[src/rtl/mac_pkg.sv]
// ============================================================================
//  mac_pkg : shared types, default widths and saturating-add helper for the
//            accumulation stages behind the 7x6 array multiplier.
//  Revision : 1.0
// ============================================================================
`default_nettype none

package mac_pkg;

    typedef enum logic [1:0] {
        ST_IDLE  = 2'd0,
        ST_ACCUM = 2'd1,
        ST_DONE  = 2'd2
    } state_t;

    localparam int PROD_W_DEF = 13;
    localparam int ACC_W_DEF  = 20;

    // Working width of sat_add; callers extend into it, so ACC_W must stay below it.
    localparam int SAT_W = 32;

    localparam logic signed [SAT_W:0] SAT_ONE_S = (SAT_W+1)'(1);
    localparam logic        [SAT_W:0] SAT_ONE_U = (SAT_W+1)'(1);

    // Returns {ovf_bit, sum}; operands are already extended per mode.
    function automatic logic [SAT_W:0] sat_add(
        input logic [SAT_W-1:0] acc,
        input logic [SAT_W-1:0] addend,
        input logic             mode,
        input int               acc_w
    );
        logic signed [SAT_W:0] s_sum;
        logic signed [SAT_W:0] s_hi;
        logic signed [SAT_W:0] s_lo;
        logic        [SAT_W:0] u_sum;
        logic        [SAT_W:0] u_hi;
        logic        [SAT_W:0] res;
        s_sum = $signed({acc[SAT_W-1], acc}) + $signed({addend[SAT_W-1], addend});
        s_hi  = (SAT_ONE_S <<< (acc_w - 1)) - SAT_ONE_S;
        s_lo  = -(SAT_ONE_S <<< (acc_w - 1));
        u_sum = {1'b0, acc} + {1'b0, addend};
        u_hi  = (SAT_ONE_U << acc_w) - SAT_ONE_U;
        if (mode) begin
            if (s_sum > s_hi)      res = {1'b1, s_hi[SAT_W-1:0]};
            else if (s_sum < s_lo) res = {1'b1, s_lo[SAT_W-1:0]};
            else                   res = {1'b0, s_sum[SAT_W-1:0]};
        end else if (u_sum > u_hi) begin
            res = {1'b1, u_hi[SAT_W-1:0]};
        end else begin
            res = {1'b0, u_sum[SAT_W-1:0]};
        end
        return res;
    endfunction

endpackage

`default_nettype wire

[src/rtl/mac_accumulator_if.sv]
// ============================================================================
//  mac_accumulator_if : product-in / frame-sum-out handshake bundle.
//  Revision : 1.0
// ============================================================================
`default_nettype none

interface mac_accumulator_if #(
    parameter int PROD_W = 13,
    parameter int ACC_W  = 20,
    parameter int CNT_W  = 5
);
    logic              t;
    logic              in_valid;
    logic              in_ready;
    logic [PROD_W-1:0] product;
    logic              in_last;
    logic              out_valid;
    logic              out_ready;
    logic [ACC_W-1:0]  result;
    logic [CNT_W-1:0]  terms;
    logic              ovf;

    modport master (
        output t, in_valid, product, in_last, out_ready,
        input  in_ready, out_valid, result, terms, ovf
    );

    modport slave (
        input  t, in_valid, product, in_last, out_ready,
        output in_ready, out_valid, result, terms, ovf
    );
endinterface

`default_nettype wire

[src/rtl/mac_sat_adder.sv]
// ============================================================================
//  mac_sat_adder : extend a product per mode, add to the accumulator, clamp.
//  Revision : 1.0
// ============================================================================
`default_nettype none

module mac_sat_adder
    import mac_pkg::*;
#(
    parameter int PROD_W = PROD_W_DEF,
    parameter int ACC_W  = ACC_W_DEF
) (
    input  logic [ACC_W-1:0]  i_acc,
    input  logic [PROD_W-1:0] i_product,
    input  logic              i_mode,
    output logic [ACC_W-1:0]  o_ext,
    output logic [ACC_W-1:0]  o_sum,
    output logic              o_ovf
);
    logic [SAT_W-1:0] w_acc_x;
    logic [SAT_W-1:0] w_prod_x;
    logic [SAT_W:0]   w_res;

    assign w_acc_x  = i_mode ? {{(SAT_W-ACC_W){i_acc[ACC_W-1]}}, i_acc}
                             : {{(SAT_W-ACC_W){1'b0}}, i_acc};
    assign w_prod_x = i_mode ? {{(SAT_W-PROD_W){i_product[PROD_W-1]}}, i_product}
                             : {{(SAT_W-PROD_W){1'b0}}, i_product};

    assign o_ext = w_prod_x[ACC_W-1:0];
    assign w_res = sat_add(w_acc_x, w_prod_x, i_mode, ACC_W);
    assign o_sum = w_res[ACC_W-1:0];
    assign o_ovf = w_res[SAT_W];

    // Bits above ACC_W are only the extension of the clamped sum.
    generate
        if (ACC_W < SAT_W) begin : g_hi_unused
            logic [SAT_W-ACC_W-1:0] w_unused_hi;
            assign w_unused_hi = w_res[SAT_W-1:ACC_W];
        end
    endgenerate
endmodule

`default_nettype wire

[src/rtl/mac_accumulator.sv]
// ============================================================================
//  mac_accumulator : accumulates a frame of multiplier products into a
//                    saturating sum and presents it with valid/ready.
//  Revision : 1.0
// ============================================================================
`default_nettype none

module mac_accumulator
    import mac_pkg::*;
#(
    parameter int PROD_W    = PROD_W_DEF,
    parameter int ACC_W     = ACC_W_DEF,
    parameter int MAX_TERMS = 16,
    parameter int CNT_W     = 5
) (
    input  logic             clk,
    input  logic             rst_n,
    mac_accumulator_if.slave bus
);
    localparam logic [CNT_W-1:0] C_MAX_TERMS = CNT_W'(MAX_TERMS);
    localparam logic [CNT_W-1:0] C_ONE       = CNT_W'(1);

    state_t           r_state;
    state_t           w_state_nxt;
    logic [ACC_W-1:0] r_acc;
    logic [ACC_W-1:0] w_acc_nxt;
    logic [CNT_W-1:0] r_count;
    logic [CNT_W-1:0] w_count_nxt;
    logic [CNT_W-1:0] w_count_inc;
    logic             r_mode;
    logic             w_mode_nxt;
    logic             r_ovf;
    logic             w_ovf_nxt;
    logic             w_in_ready;
    logic             w_beat;
    logic             w_add_mode;
    logic [ACC_W-1:0] w_ext;
    logic [ACC_W-1:0] w_sum;
    logic             w_sat;

    assign w_in_ready  = (r_state != ST_DONE);
    assign w_beat      = bus.in_valid & w_in_ready;
    // The first beat of a frame is extended with the live t, later beats with the latched mode.
    assign w_add_mode  = (r_state == ST_IDLE) ? bus.t : r_mode;
    assign w_count_inc = r_count + C_ONE;

    mac_sat_adder #(
        .PROD_W (PROD_W),
        .ACC_W  (ACC_W)
    ) u_sat_adder (
        .i_acc     (r_acc),
        .i_product (bus.product),
        .i_mode    (w_add_mode),
        .o_ext     (w_ext),
        .o_sum     (w_sum),
        .o_ovf     (w_sat)
    );

    always_comb begin
        w_state_nxt = r_state;
        w_acc_nxt   = r_acc;
        w_count_nxt = r_count;
        w_mode_nxt  = r_mode;
        w_ovf_nxt   = r_ovf;
        case (r_state)
            ST_IDLE: begin
                if (w_beat) begin
                    w_mode_nxt  = bus.t;
                    w_acc_nxt   = w_ext;
                    w_count_nxt = C_ONE;
                    w_ovf_nxt   = 1'b0;
                    w_state_nxt = (bus.in_last || (MAX_TERMS == 1)) ? ST_DONE : ST_ACCUM;
                end
            end
            ST_ACCUM: begin
                if (w_beat) begin
                    w_acc_nxt   = w_sum;
                    w_count_nxt = w_count_inc;
                    w_ovf_nxt   = r_ovf | w_sat;
                    w_state_nxt = (bus.in_last || (w_count_inc == C_MAX_TERMS)) ? ST_DONE
                                                                                : ST_ACCUM;
                end
            end
            ST_DONE: begin
                if (bus.out_ready) w_state_nxt = ST_IDLE;
            end
            default: w_state_nxt = ST_IDLE;
        endcase
    end

    always_ff @(posedge clk or negedge rst_n) begin
        if (!rst_n) begin
            r_state <= ST_IDLE;
            r_acc   <= '0;
            r_count <= '0;
            r_mode  <= 1'b0;
            r_ovf   <= 1'b0;
        end else begin
            r_state <= w_state_nxt;
            r_acc   <= w_acc_nxt;
            r_count <= w_count_nxt;
            r_mode  <= w_mode_nxt;
            r_ovf   <= w_ovf_nxt;
        end
    end

    assign bus.in_ready  = w_in_ready;
    assign bus.out_valid = (r_state == ST_DONE);
    assign bus.result    = r_acc;
    assign bus.terms     = r_count;
    assign bus.ovf       = r_ovf;
endmodule

`default_nettype wire

[src/flat_wrapper.sv]
// flat-port wrapper written by rule: the top's interface ports become plain ports
module mac_accumulator_flat import mac_pkg::*;
#(
    parameter int PROD_W    = PROD_W_DEF,
    parameter int ACC_W     = ACC_W_DEF,
    parameter int MAX_TERMS = 16,
    parameter int CNT_W     = 5
)
  (clk, rst_n, bus_t, bus_in_valid, bus_product, bus_in_last, bus_out_ready, bus_in_ready, bus_out_valid, bus_result, bus_terms, bus_ovf);
  mac_accumulator_if #(.PROD_W(PROD_W), .ACC_W(ACC_W), .CNT_W(CNT_W)) bus_i ();
  input  logic clk;
  input  logic rst_n;
  input wire logic [$bits(bus_i.t)-1:0] bus_t;
  input wire logic [$bits(bus_i.in_valid)-1:0] bus_in_valid;
  input wire logic [$bits(bus_i.product)-1:0] bus_product;
  input wire logic [$bits(bus_i.in_last)-1:0] bus_in_last;
  input wire logic [$bits(bus_i.out_ready)-1:0] bus_out_ready;
  output wire logic [$bits(bus_i.in_ready)-1:0] bus_in_ready;
  output wire logic [$bits(bus_i.out_valid)-1:0] bus_out_valid;
  output wire logic [$bits(bus_i.result)-1:0] bus_result;
  output wire logic [$bits(bus_i.terms)-1:0] bus_terms;
  output wire logic [$bits(bus_i.ovf)-1:0] bus_ovf;
  assign bus_i.t = bus_t;
  assign bus_i.in_valid = bus_in_valid;
  assign bus_i.product = bus_product;
  assign bus_i.in_last = bus_in_last;
  assign bus_i.out_ready = bus_out_ready;
  assign bus_in_ready = bus_i.in_ready;
  assign bus_out_valid = bus_i.out_valid;
  assign bus_result = bus_i.result;
  assign bus_terms = bus_i.terms;
  assign bus_ovf = bus_i.ovf;
  mac_accumulator #(.PROD_W(PROD_W), .ACC_W(ACC_W), .MAX_TERMS(MAX_TERMS), .CNT_W(CNT_W)) u_core (.clk(clk), .rst_n(rst_n), .bus(bus_i));
endmodule
[config.mk]
export PLATFORM = sky130hd
export DESIGN_NAME = mac_accumulator_flat
export DESIGN_NICKNAME = d
export VERILOG_FILES = /design/src/rtl/mac_pkg.sv /design/src/rtl/mac_accumulator_if.sv /design/src/rtl/mac_sat_adder.sv /design/src/rtl/mac_accumulator.sv /design/src/flat_wrapper.sv
export SDC_FILE = /design/constraint.sdc
export NUM_CORES = 1
export LEC_CHECK = 0
export CORE_MARGIN = 2
export CORE_UTILIZATION = 48
export DETAILED_ROUTE_END_ITERATION = 8
export GPL_TIMING_DRIVEN = 1
export PLACE_DENSITY_LB_ADDON = 0.15
export REMOVE_ABC_BUFFERS = 1
export SLEW_MARGIN = 20
export SYNTH_ARGS = -nofsm -noshare
export SYNTH_HDL_FRONTEND = slang
export SYNTH_SLANG_ARGS = --single-unit
[constraint.sdc]
create_clock -name clk -period 3 [get_ports clk]
set_clock_uncertainty 0.15 [all_clocks]
set_input_delay 0.3 -clock clk [delete_from_list [all_inputs] [get_ports clk]]
set_output_delay 0.3 -clock clk [all_outputs]
set_load 0.01 [all_outputs]
==> results.md <==
Status:
- The run finished, with violations left.
- The final reports fail on negative setup slack.

GRT:
- The combined global-route utilization of all metal layers is 29.9%.
- met2 is the most crowded layer.
- The first-pass GRT wire length is 14.7 mm.
- The met2 routing resource usage after global routing is between 40% and 50%.
- The initial antenna violation count is 0.
- The number of global-route vias before repair was 3076.
- Entering global routing, the biggest net connects 30 pins.
- The met1 global-route usage is 39.7%.
- Global routing finished with a remaining overflow of 0.
- The met3 demand-to-capacity share in global routing is 4.25%.

Final layout:
- The net count of the finished layout is 499.
- The filler-free cell count of the finished design is approximately 540.
- Once layout is complete, the utilization of the core stands at around four fifths.
- Cells with a size suffix above 1 make up 33.5% of the layout.
- The count of fill cells added during filler insertion is 338.
- Compared with the post-synthesis result, the final layout area differs by 61.0%.
- After routing the design area is between 4000 and 5000 um2.
- The final antenna diode count is 0.

Clocking:
- The insertion delay to the later sink of the worst-skew pair is 0.29 ns.
- The tree built by TritonCTS fans out to 29 sinks.
- The number of buffers on the longest clock path is 2.
- After clock tree synthesis, the clock-pin slew on the worst setup and hold paths is about 0.07 ns.
- The number of levels the H-tree was split into is 2.
- The count of hold buffers inserted by post-cts repair is 0.
- The CTS root buffer is sky130_fd_sc_hd__clkbuf_8.
- The total clock buffers created by CTS is 5.
- TritonCTS built the clock tree.

STA:
- The tightest hold path in the finished design has a slack of ~0.26 ns.
- Static timing analysis puts the maximum clock frequency at approximately 0.32 GHz.
- The final number of max-transition violations was 0.
- Setup violations remaining at the end of the flow were counted as 19.
- The worst setup margin is -0.162 ns.
- The minimum clock period after layout is approximately 3.2 ns.
- Of the available clock period, the critical path in the final layout requires 105%.
- Setup repair after global routing could not meet its margin everywhere.
- For the pin with the worst max-slew slack, the measured transition is 0.658 ns.
- The final hold violation count was 0.
- Measured against its own limit, the worst slew margin works out to 56.1%.

Synth:
- The number of warnings printed during yosys synthesis is 0.
- After synthesis, the cell types taking the most area are sky130_fd_sc_hd__dfrtp_1 (27%), sky130_fd_sc_hd__ha_1 (7.1%), sky130_fd_sc_hd__o21ai_0 (5.8%).
- The cell count after synthesis is 332.
- The mean area per synthesized cell is 8.01 um2.
- The number of enable flip-flop cells after synthesis is 0.
- The share of the Yosys chip area taken by registers is around 27%.
- The async set or reset register ratio after synthesis is 100%.
- The mapped netlist covers 2660 um2.
- Sorting the synthesized cells by how often they occur yields sky130_fd_sc_hd__nand2_1 (35), sky130_fd_sc_hd__o21ai_0 (31), sky130_fd_sc_hd__nor2_1 (30).
- Of all cell types, the one taking the most synthesized area is sky130_fd_sc_hd__dfrtp_1.
- Summed over its instances, the top area cell type makes up 27.3% of the synthesized netlist area.
- By instance count, the leading cell after synthesis is sky130_fd_sc_hd__nand2_1.
- Among all flip-flop cells after synthesis, the most frequent one is sky130_fd_sc_hd__dfrtp_1.
- Counting flops and latches in the post-synthesis netlist gives 29.
- Yosys mapped the design onto 59 distinct sky130hd cell types.

Placed design:
- The instance count after placement with tap cells included is between 500 and 600.
- In this run the tool buffered the top-level ports with 46 buffer cells.
- At the end of routability-driven placement, the weighted congestion stood at 0.971.
- The cell area reported after detailed placement is 3680 um2.
- The half-perimeter wire length after placement is 6.04 mm.
- The pre-CTS setup slack is -0.687 ns.

Floorplanning:
- For this design the top-level I/O count stands at 47.
- The core box area is between 5000 and 6000 um2.
- Measured along the x axis, the die boundary spans 78.4 um.
- After floorplanning, the core was divided into 27 placement rows.
- The die area is 6150 um2.
- The die is 78.4 um tall.
- The initial core utilization is 48.9%.

Detailed routing:
- The post-route antenna net violation count is 0.
- The average vias per placed instance is 6.21.
- The post-detailed-route wirelength per cell is 18.2 um.
- For this run, design rule violations remaining after detail routing come to 0.
- Before antenna repair, the detailed router went through 4 iterations.
- For this block, the routed nets add up to 9.77 mm of wire.
- The routed layout has 3336 vias.
- In this run, the number of DRC markers left after iteration 0 of detailed routing was 276.

Worst setup path:
- The setup path with the least slack is of type flip-flop to flip-flop.
- Traced cell by cell, the critical path runs through ha_4, buf_4, a21oi_1, nor4_2, a31oi_1, buf_4, a211o_1, o211a_4, buf_6, nor3_1, nor2_1, a31oi_1, buf_4, a21oi_1.
- The worst stage delay on the critical path is between 0.4 and 0.5 ns.
- The master of the slowest instance on the critical path is sky130_fd_sc_hd__dfrtp_1.
- The startpoint class of the critical path is a flip-flop.
- The endpoint required time on the critical path is 3.02 ns.
- The kind of cell adding the most delay to the critical path is compound AO/OA/AOI/OAI gates.
- Counting stages on the worst path, the most repeated cell is sky130_fd_sc_hd__buf_4.
- The arrival time reported for the critical path endpoint is 3.18 ns.
- The critical-path maximum fanout is 6.
- The type of element capturing the critical path is a flip-flop.
- Counting both buffers and inverters, the worst setup path holds a total of 4.

Power:
- The worst-case IR drop observed on VDD is approximately 0.5 mV.
- The switching share of total power is approximately 44%.
- For this design the ratio of total power to cell area is 815 nW/um2.
- Internal power comes to 1.94 mW.
- Per report_power, the sequential group accounts for between 10% and 20% of the total.
- The switching power total is approximately 1.6 mW.
- The logic gate share of total power is 71.6%.
- The clock network is responsible for 9.5% of the overall power.
- The static leakage is between 1.5 and 2 nW.

Flow run:
- Across the run, the number of max-cap violations was 0.

Hold path:
- The worst hold-check path type is input port to asynchronous set/reset pin.
==> final timing paths <==
path,from,end,slack [ns],depth (start not counted)
min,rst_n,u_core.bus.result[11],0.26,2
max in group asynchronous,rst_n,u_core.bus.result[1],2.11,2
min in group clk,bus_product[10],u_core.bus.result[10],0.36,4
max reg2reg,u_core.bus.result[4],u_core.bus.result[4],-0.16,14
max,u_core.bus.result[4],u_core.bus.result[4],-0.16,14
min reg2reg,u_core.bus.ovf,u_core.bus.ovf,0.37,2
==> metrics by stage <==
step	power [mW]	setup TNS [ns]
2_1_floorplan	1.68	-5.81
3_3_place_gp	2.56	-10.78
3_5_place_dp	2.60	-12.58
4_1_cts	3.18	-0.0204
5_1_grt	3.69	-4.03
6_report	3.49	-1.71
==> power groups by stage <==
stage / Sequential (mW) / Clock (mW) / Combinational, mW
after floorplan: 0.697 / 0 / 0.986
after CTS: 0.651 / 0.330 / 2.20
final: 0.661 / 0.330 / 2.50
after global routing: 0.676 / 0.345 / 2.67
after detailed placement: 0.639 / 0 / 1.96
after global placement: 0.634 / 0 / 1.93
==> what timing repair did <==
action	4_1_cts	5_1_grt
pin swaps	21	18
buffers inserted	11	11
setup endpoints to repair	21	21
gates resized for setup	42	38
==> metal layers <==
| layer | share of wire (%) | wire (um) |
|---|---|---|
| met5 | 0 | 0 |
| met4 | 3.4 | 333 |
| met3 | 7.1 | 691 |
| met2 | 48 | 4700 |
| met1 | 41 | 4040 |
==> registers in the layout, summed over array words and instances (netlist names) <==
name,flops
u_core.bus.ovf,1
u_core.bus.result,20
u_core.bus.terms,5
u_core.r_mode,1
u_core.r_state,2
==> area by class of cell <==
class / count / area, um2 / share of cell area (%)
Multi-Input combinational cell: 284 / 2160 / 50.4
Clock inverter: 3 / 17.5 / 0.409
Clock buffer: 5 / 68.8 / 1.61
Inverter: 5 / 26.3 / 0.614
Tap cell: 72 / 90.1 / 2.10
Sequential cell: 29 / 727 / 17.0
Timing Repair Buffer: 139 / 1200 / 27.9
==> layout by cell type (no fill, tap or decap), types with 4 or more instances in the layout <==
| cell | n |
|---|---|
| sky130_fd_sc_hd__buf_4 | 84 |
| sky130_fd_sc_hd__clkdlybuf4s50_1 | 37 |
| sky130_fd_sc_hd__nand2_1 | 33 |
| sky130_fd_sc_hd__dfrtp_1 | 28 |
| sky130_fd_sc_hd__nor2_1 | 27 |
| sky130_fd_sc_hd__o21ai_0 | 24 |
| sky130_fd_sc_hd__a21oi_1 | 24 |
| sky130_fd_sc_hd__nand3_1 | 11 |
| sky130_fd_sc_hd__ha_4 | 10 |
| sky130_fd_sc_hd__nor3_1 | 9 |
| sky130_fd_sc_hd__a31oi_1 | 9 |
| sky130_fd_sc_hd__or3_1 | 9 |
| sky130_fd_sc_hd__xor2_1 | 9 |
| sky130_fd_sc_hd__buf_6 | 9 |
| sky130_fd_sc_hd__a21o_1 | 8 |
| sky130_fd_sc_hd__o21ai_1 | 7 |
| sky130_fd_sc_hd__xnor2_1 | 7 |
| sky130_fd_sc_hd__nand4_1 | 6 |
| sky130_fd_sc_hd__nand2b_1 | 5 |
| sky130_fd_sc_hd__nor4_1 | 5 |
| sky130_fd_sc_hd__nor3b_1 | 5 |
| sky130_fd_sc_hd__clkbuf_8 | 5 |
| sky130_fd_sc_hd__dlygate4sd2_1 | 5 |
| sky130_fd_sc_hd__o211ai_1 | 4 |
| sky130_fd_sc_hd__ha_1 | 4 |
| sky130_fd_sc_hd__dlymetal6s2s_1 | 4 |
==> kinds of logic (layout without fill, tap and decap cells) <==
family,count (synthesis),in the layout,share of synthesized area [%]
simple gates,129,129,24.6
compound gates,118,118,29.8
flops,29,29,27.3
buf+inv,19,152,3.20
xor+xnor,17,17,5.60
fa+ha+maj,16,16,7.81
mux,4,4,1.65
==> worst register-to-register path, cell delays in order (launching register included) <==
cell and delay [ns]:
sky130_fd_sc_hd__dfrtp_1 0.42, sky130_fd_sc_hd__ha_4 0.30, sky130_fd_sc_hd__buf_4 0.12, sky130_fd_sc_hd__a21oi_1 0.08
sky130_fd_sc_hd__nor4_2 0.30, sky130_fd_sc_hd__a31oi_1 0.09, sky130_fd_sc_hd__buf_4 0.15, sky130_fd_sc_hd__a211o_1 0.30
sky130_fd_sc_hd__o211a_4 0.19, sky130_fd_sc_hd__buf_6 0.14, sky130_fd_sc_hd__nor3_1 0.27, sky130_fd_sc_hd__nor2_1 0.11
sky130_fd_sc_hd__a31oi_1 0.17, sky130_fd_sc_hd__buf_4 0.18, sky130_fd_sc_hd__a21oi_1 0.08
Note: power is estimated with default switching activity, not from simulation.
